**config.mk**
```make
export PLATFORM = sky130hd
export DESIGN_NAME = cmp_result_tx
export DESIGN_NICKNAME = d
export VERILOG_FILES = /design/src/rtl/cmp_result_tx_pkg.sv /design/src/rtl/cmp_result_tx_edge_det.sv /design/src/rtl/cmp_result_tx.sv
export SDC_FILE = /design/constraint.sdc
export NUM_CORES = 1
export LEC_CHECK = 0
export ABC_AREA = 1
export CAP_MARGIN = 10
export CORE_ASPECT_RATIO = 1.1
export CORE_MARGIN = 3
export CORE_UTILIZATION = 38
export CTS_CLUSTER_SIZE = 30
export DETAILED_ROUTE_END_ITERATION = 6
export MAX_ROUTING_LAYER = met4
export PLACE_DENSITY_LB_ADDON = 0.12
export SKIP_CTS_REPAIR_TIMING = 1
export SKIP_LAST_GASP = 1
export SYNTH_ARGS = -nofsm -noshare
export SYNTH_HDL_FRONTEND = slang
export SYNTH_SLANG_ARGS = --single-unit
```
**constraint.sdc**
```tcl
create_clock -name CLK -period 1.4 [get_ports CLK]
set_clock_uncertainty 0.1 [all_clocks]
set_input_delay 0.28 -clock CLK [delete_from_list [all_inputs] [get_ports CLK]]
set_output_delay 0.28 -clock CLK [all_outputs]
set_load 0.03 [all_outputs]
```
**src/rtl/cmp_result_tx_pkg.sv**
```systemverilog
// Shared definitions for the comparator result TX path.
//   BYTE_W     : width of one serial byte on the TX stream
//   state_e    : sender state encoding (IDLE / SEND)
//   cmp_func_e : comparator function codes carried alongside results
//   cnt_w()    : counter width for a byte index, never narrower than 1 bit
package cmp_result_tx_pkg;
  localparam int BYTE_W = 8;

  typedef enum logic {
    ST_IDLE = 1'b0,
    ST_SEND = 1'b1
  } state_e;

  typedef enum logic [1:0] {
    CMP_NONE = 2'b00,
    CMP_EQ   = 2'b01,
    CMP_GT   = 2'b10,
    CMP_LT   = 2'b11
  } cmp_func_e;

  function automatic int cnt_w(input int n);
    return (n > 1) ? $clog2(n) : 1;
  endfunction
endpackage

```
**src/rtl/cmp_result_tx_edge_det.sv**
```systemverilog
// Rising-edge detector for the comparator result-valid level.
//   CLK    : clock
//   RST    : synchronous active-high reset
//   flag_i : level input (CMP_flag)
//   rise_o : one-cycle pulse when flag_i is high and was low last cycle
module cmp_result_tx_edge_det (
  input  logic CLK,
  input  logic RST,
  input  logic flag_i,
  output logic rise_o
);
  logic flag_q, flag_d;

  always_comb flag_d = flag_i;

  always_ff @(posedge CLK) begin
    if (RST) flag_q <= 1'b0;
    else     flag_q <= flag_d;
  end

  assign rise_o = flag_i & ~flag_q;
endmodule

```
**src/rtl/cmp_result_tx.sv**
```systemverilog
// Captures comparator results and serialises them LSB byte first onto a
// valid/ready byte stream. One result is in flight (shift register) and one
// more can wait in a hold register; anything beyond that is dropped and
// flagged on the sticky OVF.
//   CLK, RST       : clock, synchronous active-high reset
//   CMP_Out        : comparator result word
//   CMP_flag       : result-valid level, captured on its rising edge
//   TX_READY       : downstream accepts TX_DATA this cycle
//   CLR_OVF        : clears OVF (a simultaneous drop wins)
//   TX_DATA        : current byte
//   TX_VALID       : TX_DATA valid (pure state decode)
//   BUSY           : sending or hold register occupied
//   OVF            : sticky, a result was dropped
module cmp_result_tx
  import cmp_result_tx_pkg::*;
#(
  parameter int WIDTH = 16
) (
  input  logic             CLK,
  input  logic             RST,
  input  logic [WIDTH-1:0] CMP_Out,
  input  logic             CMP_flag,
  input  logic             TX_READY,
  input  logic             CLR_OVF,
  output logic [7:0]       TX_DATA,
  output logic             TX_VALID,
  output logic             BUSY,
  output logic             OVF
);
  localparam int BYTES = WIDTH / BYTE_W;
  localparam int CNT_W = cnt_w(BYTES);
  localparam logic [CNT_W-1:0] LAST_CNT = CNT_W'(BYTES - 1);

  state_e           state_q, state_d;
  logic [WIDTH-1:0] shift_q, shift_d;
  logic [WIDTH-1:0] hold_q, hold_d;
  logic             hold_vld_q, hold_vld_d;
  logic [CNT_W-1:0] cnt_q, cnt_d;
  logic             ovf_q, ovf_d;

  logic cap, hs, last, drop;

  cmp_result_tx_edge_det u_edge_det (
    .CLK    (CLK),
    .RST    (RST),
    .flag_i (CMP_flag),
    .rise_o (cap)
  );

  assign hs   = (state_q == ST_SEND) & TX_READY;
  assign last = (cnt_q == LAST_CNT);

  always_comb begin
    state_d    = state_q;
    shift_d    = shift_q;
    hold_d     = hold_q;
    hold_vld_d = hold_vld_q;
    cnt_d      = cnt_q;
    drop       = 1'b0;

    case (state_q)
      ST_IDLE: begin
        if (cap) begin
          shift_d = CMP_Out;
          cnt_d   = '0;
          state_d = ST_SEND;
        end
      end
      default: begin
        if (hs && last) begin
          if (hold_vld_q) begin
            // Reload straight from hold so the next word follows with no gap;
            // a capture this cycle lands in the hold slot just freed.
            shift_d    = hold_q;
            cnt_d      = '0;
            hold_d     = '0;
            hold_vld_d = 1'b0;
            if (cap) begin
              hold_d     = CMP_Out;
              hold_vld_d = 1'b1;
            end
          end else if (cap) begin
            shift_d = CMP_Out;
            cnt_d   = '0;
          end else begin
            state_d = ST_IDLE;
          end
        end else begin
          if (hs) begin
            shift_d = shift_q >> BYTE_W;
            cnt_d   = cnt_q + 1'b1;
          end
          if (cap) begin
            if (!hold_vld_q) begin
              hold_d     = CMP_Out;
              hold_vld_d = 1'b1;
            end else begin
              drop = 1'b1;
            end
          end
        end
      end
    endcase

    ovf_d = drop | (ovf_q & ~CLR_OVF);
  end

  always_ff @(posedge CLK) begin
    if (RST) begin
      state_q    <= ST_IDLE;
      shift_q    <= '0;
      hold_q     <= '0;
      hold_vld_q <= 1'b0;
      cnt_q      <= '0;
      ovf_q      <= 1'b0;
    end else begin
      state_q    <= state_d;
      shift_q    <= shift_d;
      hold_q     <= hold_d;
      hold_vld_q <= hold_vld_d;
      cnt_q      <= cnt_d;
      ovf_q      <= ovf_d;
    end
  end

  assign TX_VALID = (state_q == ST_SEND);
  assign TX_DATA  = TX_VALID ? shift_q[7:0] : 8'h00;
  assign BUSY     = TX_VALID | hold_vld_q;
  assign OVF      = ovf_q;
endmodule

```
* Word level (Yosys, flattened, before mapping) *
Cells that the tools add are included.

cells by class
  $add $sub $neg = 1
  multipliers = 0
  div/mod/pow operators = 0
  magnitude comparators = 0
  equal/unequal tests = 3
  shift operators = 0
  muxes and demuxes = 27
  bitwise operators = 7
  reductions and logical operators = 4

operator list
  kind                 number
  $mux 16              10
  $mux 1               16
  $mux 8               1
  $reduce_and 4->1     1
  $and 1x1->1          3
  $ne 3x1->1 const B   1
  $ne 2x1->1 const B   1
  $ne 2x2->1 const B   1
  $not 1->1            2
  $or 1x1->1           2
  $reduce_and 2->1     1
  $reduce_bool 2->1    1
  $add 1x1->1 const B  1
  $logic_and 1x1->1    1

word-level totals
  register bits after elaboration = 37
  bits in latches = 0
  memory bits (writable) = 0
  ROM bits = 0
  bits of input ports = 21
  memories = 0

* Logic depth before layout (Yosys ltp) *
Gate-level depths: netlist of the first run.

  depth after elaboration = 6
  mapped depth = 8

* By module *
From an unflattened synthesis of the first run, not the netlist that was laid out.

second synthesis, totals
  cell total of the unflattened synthesis = 344
  area total of the unflattened synthesis = 2,021.9 µm²

by module, submodules not included
  module                  times used  cells each  area each (µm²)  seq. area each (µm²)
  cmp_result_tx           1           340         1,990.7          720.7
  cmp_result_tx_edge_det  1           4           31.3             20.0

* Worst setup path after synthesis of the first run *
OpenSTA, ideal clock, no wires.

  kind = reg2reg
  start = register state_q (netlist: TX_VALID)
  end = register hold_q[10]
  arrival = 1.345 ns
  required time = 1.185 ns
  setup slack = -0.160 ns
  stages on the path, launching flop included = 9
  buffers on the path = 1
  clock period less this slack = 1.560 ns
  path through = dfxtp_1 -> nand2_2 -> nor2_8 -> nand2_2 -> buf_2 -> nand2_1 -> nand3_1 -> nand2_1 -> nor2_1

on the way
  word-level cells in the longest chain between the ends = 4
  elaborated cells on any way between the ends = 7

RTL lines
  item                                                       line                  source
  start: declaration                                         cmp_result_tx.sv:34   state_e state_q, state_d;
  start signal: assignment                                   cmp_result_tx.sv:117  state_q <= state_d;
  $and 1x1->1                                                cmp_result_tx.sv:50   assign hs = (state_q == ST_SEND) & TX_READY;
  $logic_and 1x1->1                                          cmp_result_tx.sv:70   if (hs && last) begin
  $ne 2x1->1 (no source line), or another cell as far along  -
  $reduce_and 4->1 (no source line)                          -
  end signal: assignment                                     cmp_result_tx.sv:119  hold_q <= hold_d;
  end: declaration                                           cmp_result_tx.sv:36   logic [WIDTH-1:0] hold_q, hold_d;

Several ways; a longest one is shown, not always the timed one.
A chain may end at the register's enable or synchronous reset.

* Worst setup path after layout of the first run *
  start = register state_q (netlist: TX_VALID)
  end = output port TX_DATA[5]

on the way
  word-level cells in the longest chain between the ends = 1

RTL lines
  item              line                  source
  $mux 8            cmp_result_tx.sv:127  assign TX_DATA = TX_VALID ? shift_q[7:0] : 8'h00;
  end: declaration  cmp_result_tx.sv:25   output logic [7:0] TX_DATA,

Every way passes these cells.

==> impl_metrics.yaml, run 1 <==
logic_synthesis:
  ys_seq_elements: 37
  synthAdderAreaFrac: 0
  async_reset_ff_frac: 0
  yosys_warnings: 0
  yosys.area.top_type: "dfxtp_1"
  synth_top_cell_area_share: 0.3597
  synth_compound_area_frac: 0.1288
  synth_area_mm2: 0.002059
  synth-simple-area-share: 0.3834
  synth_top_family_by_area: "simple AND/OR/NAND/NOR gates"
  synth_mux_area_frac: 0
  synth_edf_count: 0
  yosys_most_used_dff: "dfxtp_1"
  synth_nets: 361
  ys_seq_area_frac: 0.3597
  ys_types: 20
  synth-xor-area-share: 0
  syn-instance-count: 340
  yosys-top-cells-area: "dfxtp_1, nand2_1, a21oi_1"
  synth_area_per_cell_um2: 6.057
floorplan:
  rows: 27
  die_width_um: 76.19
  die_h_um: 83.21
  die_area_mm2: 0.006340
  pin_count: 32
  start_util: 0.4011
  core_area_mm2: 0.005135
power:
  ir_drop_uv: 486.3
  power.total_mw: 2.513
  power.leakage_nw: 1.426
  powerDensity_mw_per_mm2: 863.9
global_route:
  grt-ovfl-total: 0
  antenna_found_initial: 0
  grt_pass1_vias: 1952
  grt_pass1_wl_um: 9108
  track_usage: 0.1773
  grt_max_degree: 33
final_layout:
  layoutNonFillerInstCount: 465
  drive_gt1_frac: 0.1985
  nets: 413
  area_growth_pct: 41.25
  num_antenna_cells: 0
  nFillCells: 535
worst_setup_path:
  critPathLaunchType: "flop"
  r2r_slack_ns: 0.02
  cp.required_ns: 1.02
  cp-end-kind: "output port"
  arrival_ns: 1.04
  cp_slowest_cell: "dfxtp_4"
  worst-path-max-fanout: 10
  path_cells: "buf_8 -> nand2_1 -> inv_1 -> buf_4"
  path_class: "flop to output port"
  cp_slowest_stage_delay_ns: 0.36
route:
  ant_nets: 0
  dr.pass1.iters: 4
  routed-wl-met2_um: 2804
  drtIter0Drc: 149
  drt-total-wl_um: 5921
  met3_length_um: 351
  drc: 0
  vias: 2181
  vias_per_cell: 4.690
  wire_per_inst_um: 12.73
  top_layer: "met4"
  wl_met1_um: 2698
placement:
  io_buffers: 31
  placed_cells: 446
  dp_hpwl_um: 3704
  gp_congestion: 0.7922
run:
  cap_violations: 0
cts:
  max-clock-path-buffers: 2
  cts_buffers: 5
  clk_pin_slew_ns: 0.08
  cts-htree-levels: 2
  cts.sinks: 37
  clock_latency_ns: 0.29
  cts_tree: "done"
  cts-root-buf: "clkbuf_8"
timing:
  worst_slack_ns: -0.02165
  finalCritPeriodShare: 1.015
  hold_viol: 0
  slew_headroom: 0.7794
  tightest_slew_ns: 0.3304
  fmax_ghz: 0.7034
  min_period_ns: 1.422
  slew_violations: 0
  rsz0062_at_grt: "yes"
  setup_viol: 9
worst_hold_path:
  min_path_type: "primary input to flop"
status:
  status: "complete, but fails checks"
  failed_checks: "negative setup slack"
## cell type report
cell class,count,area (µm²),share of cell area
Timing Repair Buffer,64,676.9,0.2327
Tap cell,72,90.09,0.03097
Clock buffer,6,72.57,0.02495
Multi-Input combinational cell,241,1129,0.3880
Timing Repair inverter,1,8.758,0.003011
Sequential cell,37,752.0,0.2585
Inverter,42,170.2,0.05849
Clock inverter,2,10.01,0.003441
## cell families (layout without fill, tap and decap cells)
kind of cell | count (synthesis) | count (layout)
buffers and inverters | 62 | 115
DFF | 37 | 37
AOI/OAI and AO/OA | 49 | 49
and+or+nand+nor | 192 | 192
## worst max-delay path, delay by kind of cell (launching register included)
kind / cells / cell delay, ns
buffers and inverters: 3 / 0.32
DFF: 1 / 0.36
and+or+nand+nor: 1 / 0.07
## layout by cell type, fill, tap and decap left out, types with 3 or more instances in the layout
cell type	Yosys	final
dlymetal6s2s_1	0	3
dfxtp_1	37	34
clkbuf_8	0	5
a21oi_1	44	41
nand2_1	119	116
clkdlybuf4s50_1	0	18
buf_6	0	7
nor2_4	0	3
nand3_1	32	32
a21oi_2	0	3
buf_12	0	4
nand2_2	3	4
inv_1	38	37
nor2_1	35	27
clkbuf_16	0	3
buf_4	6	28
nor2_2	0	5
dfxtp_4	0	3
## path summary, 6_finish.rpt
check / start / to / cells past startpoint
setup reg to reg: TX_VALID$_SDFF_PP0_ / shift_q[0]$_SDFFE_PP0P_ / 7
hold reg to reg: shift_q[14]$_SDFFE_PP0P_ / shift_q[14]$_SDFFE_PP0P_ / 2
setup / recovery: TX_VALID$_SDFF_PP0_ / TX_DATA[5] / 4
hold / removal: CMP_flag / u_edge_det.flag_q$_SDFF_PP0_ / 4
## stage by stage
stage	util	hold WS (ns)	setup WS [ns]	setup TNS (ns)	area, µm²
after global routing	0.5665	0.3074	-0.09756	-1.269	2909
after floorplan	-	0.3049	0.04218	0	2063
final	0.5665	0.2833	-0.02165	-0.09760	2909
after detailed placement	0.4951	0.3562	-0.4554	-13.31	2542
after global placement	0.4951	0.3544	-0.4235	-12.78	2542
after CTS	0.5112	0.3666	-0.2863	-3.866	2625
## synth_stat cells, types with 2 or more instances
| cell | count |
|---|---|
| buf_4 | 6 |
| nand3_1 | 32 |
| nand2_1 | 119 |
| nand2_2 | 3 |
| a21oi_1 | 44 |
| buf_2 | 7 |
| dfxtp_1 | 37 |
| inv_1 | 38 |
| clkinv_1 | 2 |
| o21ai_0 | 2 |
| inv_2 | 2 |
| clkbuf_1 | 6 |
| nor2_1 | 35 |
## registers in the layout, indices dropped and copies added, names as in the netlist
register           count
hold_q                16
shift_q               16
OVF                    1
TX_VALID               1
cnt_q                  1
hold_vld_q             1
u_edge_det.flag_q      1
## layer usage
layer	vias to the layer above	global-route usage
met2	63	0.3016
met4	0	0.04613
li1	1154	-
met5	-	-
met1	956	0.2143
met3	8	0.03579
## power breakdown
part	internal (mW)	switching, mW	total, mW
clock network	0.346	0.393	0.738
registers	1.11	0.0388	1.15
logic	0.286	0.338	0.624
total	1.74	0.770	2.51
(Power assumes the default switching activity.)
==> run 2, diff against run 1 <==
--- a/config.mk
+++ b/config.mk
@@ -8,7 +8,6 @@
 export ABC_AREA = 1
 export CAP_MARGIN = 10
 export CORE_ASPECT_RATIO = 1.1
-export CORE_MARGIN = 3
 export CORE_UTILIZATION = 38
 export CTS_CLUSTER_SIZE = 30
 export DETAILED_ROUTE_END_ITERATION = 6
==> run 2 against run 1 <==
Critical path type is now flop to flop; worst hold slack lost 0.088 ns; wire length shrank 1.4%; highest routed layer unchanged; critical endpoint is now hold_q[5]$_SDFFE_PP0P_; worst setup slack lost 0.056 ns; the run still ends with negative setup slack left; largest cell class unchanged; total power grew 11%; core utilization grew 1.7 points; flip-flop and latch count is the same.
==> impl_metrics.yaml, run 2 (synthesis gave the netlist of run 1 again) <==
route:
  drc: 0
  wire_per_inst_um: 12.69
  drt-total-wl_um: 5837
  vias: 2161
  vias_per_cell: 4.698
  drtIter0Drc: 98
  dr.pass1.iters: 4
  ant_nets: 0
global_route:
  grt-ovfl-total: 0
  grt_pass1_vias: 1903
  antenna_found_initial: 0
  track_usage: 0.2084
  grt_pass1_wl_um: 9011
  grt_max_degree: 33
worst_setup_path:
  cp-end-kind: "flop"
  cp.required_ns: 1.50
  reg2reg_from: "TX_VALID$_SDFF_PP0_"
  arrival_ns: 1.58
  path_class: "flop to flop"
  worst-path-max-fanout: 7
  critPathLaunchType: "flop"
  r2r-end: "hold_q[5]$_SDFFE_PP0P_"
  reg2reg_depth: 10
  r2r_slack_ns: -0.08
status:
  failed_checks: "negative setup slack"
  status: "complete, but fails checks"
worst_hold_path:
  holdPathEnd: "u_edge_det.flag_q$_SDFF_PP0_"
  min_path_type: "primary input to flop"
  hold_start: "CMP_flag"
  whs_path_depth: 3
timing:
  tightest_slew_ns: 0.3216
  hold_viol: 0
  slew_violations: 0
  fin_setup_tns_ns: -1.423
  slew_headroom: 0.7856
  finalCritPeriodShare: 1.056
  worst_slack_ns: -0.07806
  fmax_ghz: 0.6766
  rsz0062_at_grt: "yes"
  min_period_ns: 1.478
  setup_viol: 27
cts:
  clk_pin_slew_ns: 0.08
  cts-htree-levels: 2
  cts.sinks: 37
  max-clock-path-buffers: 2
  cts-root-buf: "clkbuf_8"
  cts_buffers: 5
  clock_latency_ns: 0.30
  cts_tree: "done"
floorplan:
  core_area_mm2: 0.005101
  start_util: 0.4037
  die_area_mm2: 0.005718
  die_width_um: 72.19
  die_h_um: 79.21
  rows: 27
  pin_count: 32
placement:
  gp_congestion: 0.7666
  placed_cell_area_mm2: 0.002505
  io_buffers: 31
  pre_cts_slack_ns: -0.4274
  dp_hpwl_um: 3610
final_layout:
  layout_common_cells: "nand2_1, inv_1, a21oi_1"
  nets: 408
  final_cell_area_mm2: 0.002977
  drive_gt1_frac: 0.1933
  num_antenna_cells: 0
  final_common_cell: "nand2_1"
  area_growth_pct: 44.53
  largestRegisters: "hold_q: 16 flops, shift_q: 16 flops"
power:
  powerDensity_mw_per_mm2: 937.9
  ir_drop_uv: 521.4
  power.leakage_nw: 1.456
run:
  cap_violations: 0
==> run 2: cell types whose count changed in the layout (fill, tap and decap cells not counted), moves of 3 or more <==
cell     change
nor2_4       -3
a21oi_1      -5
nor2_2       -5
buf_6        -3
buf_4        -7
nor2_1       +8
buf_12       +4
a21oi_2      +5
==> run 2: power breakdown <==
| group | total (mW) | internal (mW) | leakage, nW | switching, mW |
|---|---|---|---|---|
| registers | 1.15 | 1.11 | 0.304 | 0.0387 |
| logic | 0.655 | 0.315 | 1.09 | 0.340 |
| clock network | 0.985 | 0.579 | 0.0574 | 0.405 |
| total | 2.79 | 2.01 | 1.46 | 0.784 |
==> run 2: worst max path at each step <==
stage / cells past startpoint / end / startpoint
after floorplan: 3 / BUSY / hold_vld_q$_SDFFE_PP0P_
after global placement: 7 / hold_q[4]$_SDFFE_PP0P_ / TX_READY
after detailed placement: 7 / hold_q[11]$_SDFFE_PP0P_ / TX_READY
after CTS: 1 / OVF / OVF$_SDFF_PP0_
after global routing: 7 / hold_q[3]$_SDFFE_PP0P_ / TX_VALID$_SDFF_PP0_
final: 10 / hold_q[5]$_SDFFE_PP0P_ / TX_VALID$_SDFF_PP0_
==> run 2: worst max-delay path, cell delays in order, from the launching register on <==
cell     delay, ns
dfxtp_4       0.37
buf_4         0.12
nand2_4       0.06
nor2_8        0.14
inv_2         0.06
o21ai_4       0.06
buf_12        0.16
buf_12        0.12
nand3_1       0.07
nand2_1       0.08
nor2_1        0.04
==> run 2: cell type report <==
type / instances / area [µm²]
Fill cell: 496 / 2125
Multi-Input combinational cell: 241 / 1135
Sequential cell: 37 / 747.0
Timing Repair Buffer: 60 / 720.7
Inverter: 42 / 163.9
Tap cell: 72 / 90.09
Clock buffer: 6 / 82.58
Clock inverter: 2 / 37.54
==> run 2: metal layers <==
metal,vias to the layer above,track usage,routed length (µm)
met5,-,-,0
met4,0,0.06471,81
met3,8,0.03046,239
met2,51,0.3458,2844
met1,956,0.2606,2672
li1,1146,-,-
==> run 2: stage by stage <==
stage | power [mW] | hold WS (ns) | instances | utilization
after floorplan | 1.483 | 0.3049 | 340 | -
final | 2.792 | 0.1958 | 460 | 0.5835
after global routing | 2.922 | 0.2455 | 460 | 0.5835
after detailed placement | 1.678 | 0.3537 | 441 | 0.4910
after global placement | 1.673 | 0.3486 | 441 | 0.4910
after CTS | 2.661 | 0.3665 | 449 | 0.5146
==> run 3, diff against run 2 <==
--- a/config.mk
+++ b/config.mk
@@ -11,6 +11,7 @@
 export CORE_UTILIZATION = 38
 export CTS_CLUSTER_SIZE = 30
 export DETAILED_ROUTE_END_ITERATION = 6
+export GPL_TIMING_DRIVEN = 0
 export MAX_ROUTING_LAYER = met4
 export PLACE_DENSITY_LB_ADDON = 0.12
 export SKIP_CTS_REPAIR_TIMING = 1
==> constraint.sdc (replaced) <==
create_clock -name CLK -period 1.4 [get_ports CLK]
set_clock_uncertainty 0.1 [all_clocks]
set_input_delay 0.21 -clock CLK [delete_from_list [all_inputs] [get_ports CLK]]
set_output_delay 0.21 -clock CLK [all_outputs]
set_load 0.01 [all_outputs]
==> run 3 against run 2 <==
The run still ends with negative setup slack left; sequential power barely moved; critical path depth fell by 5; first-iteration DRC count rose by 26%; maximum frequency barely moved; count of clock-buffer cells in the layout rose by 1; total power fell by 9.7%.
==> impl_metrics.yaml, run 3 (synthesis gave the netlist of run 1 again) <==
worst_setup_path:
  path_class: "flop to output port"
  critPathLaunchType: "flop"
  arrival_ns: 1.17
  cp-end-kind: "output port"
  cp.required_ns: 1.09
  worst-path-max-fanout: 6
floorplan:
  die_h_um: 79.21
  die_area_mm2: 0.005718
  rows: 27
  pin_count: 32
  die_width_um: 72.19
  core_area_mm2: 0.005101
  start_util: 0.4037
timing:
  slew_headroom: 0.6539
  hold_viol: 0
  min_period_ns: 1.479
  fmax_ghz: 0.6762
  worst_slack_ns: -0.07884
  finalCritPeriodShare: 1.056
  setup_viol: 18
  tightest_slew_ns: 0.5192
  fin_setup_tns_ns: -0.3883
  slew_violations: 0
  rsz0062_at_grt: "yes"
power:
  power_frac_seq: 0.460
  intPower_mw: 1.783
  powerDensity_mw_per_mm2: 868.6
  power.total_mw: 2.520
  ir_drop_uv: 567.9
  p_sw_mw: 0.7370
  power.leakage_nw: 1.456
  clkPwrFrac: 0.301
  p_sw_frac: 0.2924
  comb_power_share: 0.239
final_layout:
  multi_input_area_mm2: 0.001169
  nets: 416
  largestRegisters: "hold_q: 16 flops, shift_q: 16 flops"
  utilization: 0.5688
  layoutNonFillerInstCount: 467
  drive_gt1_frac: 0.2152
  final_cell_area_mm2: 0.002902
  area.sequential_um2: 749.5
  nFillCells: 527
  layout_common_cells: "nand2_1, a21oi_1, inv_1"
  num_antenna_cells: 0
  final_common_cell: "nand2_1"
  area_growth_pct: 40.89
route:
  vias: 2173
  ant_nets: 0
  vias_per_cell: 4.653
  drt-total-wl_um: 6053
  drtIter0Drc: 123
  wire_per_inst_um: 12.96
  routed-wl-met2_um: 2991
  dr.pass1.iters: 4
  drc: 0
  met3_length_um: 218
  wl_met1_um: 2804
  top_layer: "met4"
placement:
  placed_cells: 443
  gp_congestion: 0.8373
  io_buffers: 31
  placed_cell_area_mm2: 0.002460
  dp_hpwl_um: 3971
global_route:
  grt_pass1_wl_um: 9335
  grt_pass1_vias: 1822
  antenna_found_initial: 0
  grt-ovfl-total: 0
  grt_max_degree: 11
  track_usage: 0.2192
status:
  status: "complete, but fails checks"
  failed_checks: "negative setup slack"
cts:
  cts-htree-levels: 2
  cts_buffers: 5
  clk_pin_slew_ns: 0.07
  cts.sinks: 37
  cts-root-buf: "clkbuf_8"
  cts_tree: "done"
  clock_latency_ns: 0.29
  max-clock-path-buffers: 2
run:
  cap_violations: 0
worst_hold_path:
  min_path_type: "primary input to flop"
-- run 3: cell types whose count changed in the layout (fill, tap and decap cells not counted), moves of 3 or more --
cell	previous run	this run
buf_6	4	17
buf_12	8	0
buf_4	21	13
nand3_1	30	22
nand3_2	2	10
buf_2	0	7
a21oi_1	36	41
a21oi_2	8	3
nand2_1	114	109
nand2_2	4	9
clkbuf_16	5	1
clkbuf_1	0	3
clkbuf_2	0	3
-- run 3: final timing paths --
check	start	endpoint	slack, ns	cells past startpoint
min	CMP_flag	u_edge_det.flag_q$_SDFF_PP0_	0.14	3
min reg2reg	OVF$_SDFF_PP0_	OVF$_SDFF_PP0_	0.37	2
max reg2reg	TX_VALID$_SDFF_PP0_	hold_q[2]$_SDFFE_PP0P_	-0.03	8
max	TX_VALID$_SDFF_PP0_	TX_DATA[6]	-0.08	5
-- run 3: power by group through the flow --
stage          Combinational, mW  Clock, mW  Sequential, mW
2_1_floorplan              0.298          0            1.17
3_3_place_gp               0.465          0            1.18
3_5_place_dp               0.468          0            1.18
4_1_cts                    0.470      0.782            1.15
5_1_grt                    0.666      0.836            1.17
6_report                   0.601      0.759            1.16
-- run 3: layout make-up --
type,count,area share
multi-input cells,241,0.4028
flip-flops and latches,37,0.2583
repair buffers,48,0.1539
plain buffers,20,0.06813
inverters,42,0.05606
well taps,72,0.03105
clock buffers,7,0.02975
-- run 3: critical path: stages, from the launching register on --
cell       delay, ns
dfxtp_4         0.37
buf_4           0.14
clkbuf_16       0.14
nand2_1         0.06
inv_1           0.04
buf_2           0.13
-- run 3: metal layers --
metal  vias to the layer above  global-route usage
li1                       1165                   -
met1                       964              0.3019
met2                        40              0.3355
met3                         4             0.03426
met4                         0             0.05294
met5                         -                   -
-- run 3: through the flow --
step	hold WS (ns)	setup WS, ns
floorplan	0.2349	0.01133
global placement	0.3504	-0.4947
detailed placement	0.3573	-0.5062
CTS	0.3682	-0.8203
global route	0.1547	-0.1371
finish	0.1397	-0.07884
